File: config.mk
export PLATFORM = sky130hd
export DESIGN_NAME = tim_match_tracker
export DESIGN_NICKNAME = d
export VERILOG_FILES = /design/src/rtl/tim_match_tracker.sv
export SDC_FILE = /design/constraint.sdc
export NUM_CORES = 1
export LEC_CHECK = 0
export ABC_AREA = 1
export CORE_MARGIN = 3
export CORE_UTILIZATION = 43
export CTS_CLUSTER_DIAMETER = 60
export CTS_CLUSTER_SIZE = 16
export DETAILED_ROUTE_END_ITERATION = 8
export PLACE_DENSITY = 0.82
export SETUP_SLACK_MARGIN = 0.5
export SLEW_MARGIN = 0
export SYNTH_ARGS = -nofsm -noshare
export SYNTH_HDL_FRONTEND = slang
export SYNTH_SLANG_ARGS = --single-unit
File: constraint.sdc
create_clock -name timclk -period 1.9 [get_ports timclk]
set_input_delay 0.38 -clock timclk [delete_from_list [all_inputs] [get_ports timclk]]
set_output_delay 0.38 -clock timclk [all_outputs]
set_load 0.03 [all_outputs]
File: src/rtl/tim_match_tracker.sv
// tim_match_tracker: timer compare-match tracker.
// Detects the rising edge of (tim_cnt == cmp_val) in the timer count clock
// domain. On each accepted match it produces a one-cycle strobe, drives the
// output-compare pin, counts unserviced matches and runs one-pulse mode.
// The optional capture path is built only when TMT_CAPTURE_EN is defined.
// tint_clr is the timer interrupt clear and is asynchronous and active-high.
module tim_match_tracker #(
    parameter int CNT_W = 16,
    parameter int EVT_W = 8,
    parameter int RPT_W = 8
) (
    input  logic             timclk,
    input  logic             tint_clr,
    input  logic [CNT_W-1:0] tim_cnt,
    input  logic [CNT_W-1:0] cmp_val,
    input  logic [1:0]       oc_mode,
    input  logic             opm_en,
    input  logic [RPT_W-1:0] rpt_cnt,
    input  logic             cap_in,
    output logic             match_pulse,
    output logic             oc_out,
    output logic [EVT_W-1:0] evt_cnt,
    output logic             evt_ovf,
    output logic             opm_done,
    output logic [CNT_W-1:0] cap_val,
    output logic             cap_vld
);

    typedef enum logic {
        ST_RUN  = 1'b0,
        ST_DONE = 1'b1
    } state_t;

    localparam logic [EVT_W-1:0] EVT_ONE = EVT_W'(1);
    localparam logic [RPT_W-1:0] RPT_ONE = RPT_W'(1);

    state_t           state_q, state_d;
    logic             eq_q, eq_d;
    logic             pulse_q, pulse_d;
    logic             oc_q, oc_d;
    logic [EVT_W-1:0] evt_q, evt_d;
    logic             ovf_q, ovf_d;
    logic [RPT_W-1:0] rpt_ctr_q, rpt_ctr_d;
    logic             done_q, done_d;
    logic             accept;
    logic [RPT_W-1:0] rpt_nxt;

    // Next-state: match edge detection, output-compare action, counters, one-pulse stop.
    always_comb begin
        eq_d      = (tim_cnt == cmp_val);
        accept    = eq_d & ~eq_q & (state_q == ST_RUN);
        rpt_nxt   = rpt_ctr_q + RPT_ONE;
        pulse_d   = accept;
        oc_d      = oc_q;
        evt_d     = evt_q;
        ovf_d     = ovf_q;
        rpt_ctr_d = rpt_ctr_q;
        state_d   = state_q;
        if (accept) begin
            case (oc_mode)
                2'b01:   oc_d = 1'b1;
                2'b10:   oc_d = 1'b0;
                2'b11:   oc_d = ~oc_q;
                default: oc_d = oc_q;
            endcase
            // Saturate so a long-ignored interrupt never reads back as a small count.
            if (evt_q != '1) begin
                evt_d = evt_q + EVT_ONE;
            end
            // A second match before the clear means the interrupt was missed.
            if (evt_q != '0) begin
                ovf_d = 1'b1;
            end
            rpt_ctr_d = rpt_nxt;
            // The stopping match itself is still fully processed.
            if (opm_en && (rpt_cnt != '0) && (rpt_nxt == rpt_cnt)) begin
                state_d = ST_DONE;
            end
        end
        done_d = (state_d == ST_DONE);
    end

    // State and registered outputs; tint_clr wipes everything immediately.
    always_ff @(posedge timclk or posedge tint_clr) begin
        if (tint_clr) begin
            state_q   <= ST_RUN;
            eq_q      <= 1'b0;
            pulse_q   <= 1'b0;
            oc_q      <= 1'b0;
            evt_q     <= '0;
            ovf_q     <= 1'b0;
            rpt_ctr_q <= '0;
            done_q    <= 1'b0;
        end else begin
            state_q   <= state_d;
            eq_q      <= eq_d;
            pulse_q   <= pulse_d;
            oc_q      <= oc_d;
            evt_q     <= evt_d;
            ovf_q     <= ovf_d;
            rpt_ctr_q <= rpt_ctr_d;
            done_q    <= done_d;
        end
    end

    assign match_pulse = pulse_q;
    assign oc_out      = oc_q;
    assign evt_cnt     = evt_q;
    assign evt_ovf     = ovf_q;
    assign opm_done    = done_q;

`ifdef TMT_CAPTURE_EN
    logic             sync1_q, sync1_d;
    logic             sync2_q, sync2_d;
    logic             sync3_q, sync3_d;
    logic [CNT_W-1:0] cap_val_q, cap_val_d;
    logic             cap_vld_q, cap_vld_d;

    // Capture next-state: two-flop synchronizer, then rising-edge detect on the synced level.
    always_comb begin
        sync1_d   = cap_in;
        sync2_d   = sync1_q;
        sync3_d   = sync2_q;
        cap_val_d = cap_val_q;
        cap_vld_d = cap_vld_q;
        if (sync2_q & ~sync3_q) begin
            cap_val_d = tim_cnt;
            cap_vld_d = 1'b1;
        end
    end

    // Capture registers; capture keeps working after the one-pulse stop.
    always_ff @(posedge timclk or posedge tint_clr) begin
        if (tint_clr) begin
            sync1_q   <= 1'b0;
            sync2_q   <= 1'b0;
            sync3_q   <= 1'b0;
            cap_val_q <= '0;
            cap_vld_q <= 1'b0;
        end else begin
            sync1_q   <= sync1_d;
            sync2_q   <= sync2_d;
            sync3_q   <= sync3_d;
            cap_val_q <= cap_val_d;
            cap_vld_q <= cap_vld_d;
        end
    end

    assign cap_val = cap_val_q;
    assign cap_vld = cap_vld_q;
`else
    logic unused_cap_in;
    assign unused_cap_in = cap_in;
    assign cap_val       = '0;
    assign cap_vld       = 1'b0;
`endif

endmodule

# [Yosys cells after proc, flatten, opt, wreduce, memory -nomap -nowiden]
# Index checks and enable logic that the tools add are counted.
[word_totals] input_bits=46 reg_bits=21 latchBits=0 memories=0 mem_bits_ro=0 mem_bits_rw=0
[op_classes] shifts=0 reduce_logical=9 magnitude_cmp=0 n_mul=0 n_bitwise=5 div_mod_pow=0 mux=1 n_eq_ne=6 addsub=2
[op_table] op="$add A8 B1 Y8 const B" count=2
[op_table] op="$eq A16 B16 Y1" count=1
[op_table] op="$reduce_bool A8 Y1" count=2
[op_table] op="$eq A8 B8 Y1" count=1
[op_table] op="$ne A8 B8 Y1 const B" count=1
[op_table] op="$reduce_and A2 Y1" count=4
[op_table] op="$eq A2 B2 Y1 const B" count=2
[op_table] op="$not A1 Y1" count=3
[op_table] op="$pmux W1 S3" count=1
[op_table] op="$reduce_bool A3 Y1" count=1
[op_table] op="$and A1 B1 Y1" count=2
[op_table] op="$eq A2 B1 Y1 const B" count=1
[op_table] op="$logic_and A1 B1 Y1" count=2

# [Logic depth before layout (Yosys ltp)]
[logic_depth] depth_word=4 ltp_mapped=11 mapped_depth_nobuf=11

# [Worst setup path after synthesis]
# No wires, ideal clock.
[synth_path] path_type="register to register" from="reg evt_q[1] (netlist: evt_cnt[1])" to="reg evt_q[3] (netlist: evt_cnt[3])" setup_slack_ns=0.383 t_arrival_ns=1.451 setup_ns=0.065 synth_period_minus_slack_ns=1.517 path_stages_with_launch=8 path_buffers=0 cell_sequence="dfrtp_1 -> ha_1 -> nand4_1 -> nor2_1 -> nand2_2 -> nand2_2 -> nand2_1 -> nand2_1"
[synth_via] elab_chain_cells=2 elab_cells_between_ends=3 cone_classes="1 x add/sub; 1 x eq/ne; 1 x reduce/logical"
[synth_rtl] element="start, declared" line="41" text="logic [EVT_W-1:0] evt_q, evt_d;"
[synth_rtl] element="start signal, assigned" line="99" text="evt_q <= evt_d;"
[synth_rtl] element="branches (longest 2 deep; another with $add A8 B1 Y8)"
# Several ways; the timed one is not identified.
# A chain may end at the register's enable or synchronous reset.

# [Final worst setup path]
[layout_path] from="reg rpt_ctr_q[1]" to="reg done_q (netlist: opm_done)"
[layout_via] elab_chain_cells=4
[layout_rtl] element="start, declared" line="43" text="logic [RPT_W-1:0] rpt_ctr_q, rpt_ctr_d;"
[layout_rtl] element="start signal, assigned" line="101" text="rpt_ctr_q <= rpt_ctr_d;"
[layout_rtl] element="$add A8 B1 Y8" line="52" text="rpt_nxt = rpt_ctr_q + RPT_ONE;"
[layout_rtl] element="$eq A8 B8 Y1" line="76" text="if (opm_en && (rpt_cnt != '0) && (rpt_nxt == rpt_cnt)) begin"
[layout_rtl] element="$logic_and A1 B1 Y1" line="76"
[layout_rtl] element="$reduce_and A2 Y1 (no line)"
[layout_rtl] element="end signal, assigned" line="102" text="done_q <= done_d;"
[layout_rtl] element="end, declared" line="44" text="logic done_q, done_d;"
# Every way passes these cells.

==> flow_summary.json <==
{
  "cpPeakStageDelay_ns": 0.40,
  "min_path_type": "input port to asynchronous set/reset pin",
  "start_util": 0.4612,
  "viasPerCell": 4.634,
  "postRouteAntennaNets": 0,
  "combPwrFrac": 0.210,
  "grt_pass1_vias": 1692,
  "drv_cap": 0,
  "cts_tree": "built",
  "area_growth_pct": 45.47,
  "rsz0062_at_grt": "yes",
  "timing.final.ws_setup_ns": 0.3131,
  "ys_types": 25,
  "grt_pass1_wl_mm": 6.927,
  "syn_inst": 278,
  "io_buffer_count": 56,
  "grt_max_degree": 22,
  "routed_wl_mm": 4.487,
  "htreeDepth": 1,
  "numCtsBuffers": 3,
  "fill_cells": 330,
  "row_count": 22,
  "die_w_um": 69.60,
  "path_delay_family": "simple AND/OR/NAND/NOR gates",
  "netlist.area_leader.share": 0.3022,
  "firstDrtPassIters": 6,
  "p_leak_nw": 1.365,
  "slowest_stage": "dfrtp_1",
  "vias": 1863,
  "finalCritPeriodShare": 0.8352,
  "clock_skew_ns": 0.002020,
  "peakVddDrop_mv": 0.2242,
  "clock_latency_ns": 0.26,
  "multi_input_area_um2": 1109,
  "powerDensity_nw_per_um2": 372.2,
  "critPathRequiredTime_ns": 2.11,
  "layout_min_cycle_time_ns": 1.587,
  "drive_gt1_frac": 0.2994,
  "critical_path_arrival_ns": 1.79,
  "clock-sinks": 21,
  "design_area_um2": 2530,
  "synth_area_per_cell_um2": 6.256,
  "ys_ff_latch": 21,
  "cp-start-kind": "flop",
  "p_sw_mw": 0.2618,
  "stdcell_count": 402,
  "cp_cell_sequence": "buf_6 > ha_4 > inv_1 > nand2_1 > a21oi_1 > nand2_1 > nand2_1 > nand3_1 > nor2_1 > nand3_2 > nand2_1",
  "grt_usage": 0.1713,
  "final_max_slew_viol_count": 0,
  "ys_warn_count": 0,
  "path_buf_inv": 2,
  "setup_violations": 0,
  "status": "finished, final reports clean",
  "crit_fanout": 3,
  "first_iter_violations": 108,
  "placed_area_um2": 2347,
  "n_antenna_cell": 0,
  "cts_root_buf": "clkbuf_8",
  "p_clk_frac": 0.316,
  "drc_errors": 0,
  "dieArea_um2": 4843,
  "final_net_count": 404,
  "placedCellCount": 385,
  "layout_common_cells": "nand2_1, inv_1, nor2_1",
  "cp-end-kind": "flop",
  "yosysSeqAreaShare": 0.3022,
  "clockBufferDepth": 2,
  "grt_remaining_overflow": 0,
  "yosysTopAreaCell": "dfrtp_1",
  "core-area_um2": 3771,
  "max_freq_mhz": 630.2,
  "preCtsSetupSlack_ns": -0.02320,
  "crit_type": "flop to flop",
  "gp_congestion": 0.8748,
  "seq_area_um2": 535.5,
  "cpMostUsedCell": "nand2_1",
  "path_clk_slew_ns": 0.08,
  "switching_share": 0.2780,
  "power_frac_seq": 0.474,
  "finalHoldViolCount": 0,
  "drt-wirelength-per-cell_um": 11.16,
  "pin_count": 75,
  "final_common_cell": "nand2_1",
  "internal_power_mw": 0.6799,
  "yosys-top-cells-area": "dfrtp_1, nand2_1, inv_1, nor2_1, buf_4",
  "die_y_um": 69.60,
  "antenna_found_initial": 0,
  "synthesis.area_um2": 1739,
  "place.detailed.hpwl_mm": 2.978
}
==> tightest hold or removal path: cells and delay by family <==
family	cells	cell delay, ns
buffers and inverters	3	0.72
==> state kept, by name, summed over array words and instances (netlist names) <==
signal	cells
rpt_ctr_q	8
eq_q	1
oc_out	1
evt_cnt	8
match_pulse	1
opm_done	1
evt_ovf	1
==> layout make-up <==
type	instances	share of cell area
tap	48	0.02374
multi-input combinational	210	0.4382
clock buffer	4	0.01780
inverter	44	0.06825
timing repair buffer	75	0.2404
sequential	21	0.2117
==> Yosys cell counts (all sizes together) <==
| cell | number |
|---|---|
| o21bai | 1 |
| buf | 20 |
| and2 | 2 |
| nand3b | 3 |
| inv | 43 |
| a21oi | 1 |
| nand4 | 4 |
| xnor2 | 2 |
| or2 | 1 |
| conb | 1 |
| clkinv | 1 |
| nor2 | 41 |
| ha | 3 |
| nand2 | 98 |
| nand3 | 17 |
| xor2 | 9 |
| dfrtp | 21 |
| nor4 | 2 |
| o21ai | 8 |
==> per-layer routing <==
layer	track usage	wire length, um	up-vias
met3	0.02609	328	13
li1	-	-	957
met1	0.1978	1788	817
met4	0.07158	124	0
met2	0.3114	2245	76
met5	0	0	-
==> power groups by stage <==
stage                     Clock (mW)  Sequential (mW)  Combinational (mW)
after global placement             0            0.455               0.213
final                          0.298            0.446               0.197
after global routing           0.326            0.446               0.220
after detailed placement           0            0.455               0.217
after CTS                      0.303            0.446               0.198
after floorplan                    0            0.455               0.130
==> worst paths after layout <==
check	startpoint	endpoint	slack, ns	depth (start not counted)
max	rpt_ctr_q[1]	opm_done	0.31	11
min	tint_clr	rpt_ctr_q[7]	0.45	3
max reg2reg	rpt_ctr_q[1]	opm_done	0.31	11
min reg2reg	evt_ovf	evt_ovf	0.48	1
max in group asynchronous	tint_clr	evt_cnt[2]	1.21	3
min in group timclk	evt_ovf	evt_ovf	0.48	1
==> per-stage QoR <==
step / utilization / setup TNS (ns) / hold WS (ns) / power [mW]
after floorplan: - / 0 / 0.3563 / 0.5855
after global placement: 0.6224 / 0 / 0.4673 / 0.6688
after detailed placement: 0.6224 / -0.07778 / 0.4609 / 0.6728
after CTS: 0.6652 / 0 / 0.4573 / 0.9479
after global routing: 0.6709 / 0 / 0.4786 / 0.9918
final: 0.6709 / 0 / 0.4485 / 0.9416
==> logic make-up (layout without fill, tap and decap cells) <==
logic type / count (synthesis) / in the layout / share of synthesized area
adder cells (fa/ha/maj): 3 / 3 / 0.02159
AO/OA/AOI/OAI: 10 / 10 / 0.03022
AND/OR/NAND/NOR: 168 / 169 / 0.4072
flip-flops: 21 / 21 / 0.3022
buffers and inverters: 64 / 123 / 0.1813
XOR/XNOR: 11 / 11 / 0.05540
other: 1 / 17 / 0.002156
==> repair_timing <==
action,4_1_cts,5_1_grt
endpoints found under the setup margin,33,30
resized for setup,88,106
cloned,2,0
hold buffers,0,0
pin swaps,33,45
endpoints found under the hold margin,0,0
setup buffers,4,7
Power figures use the tool's default switching activity.
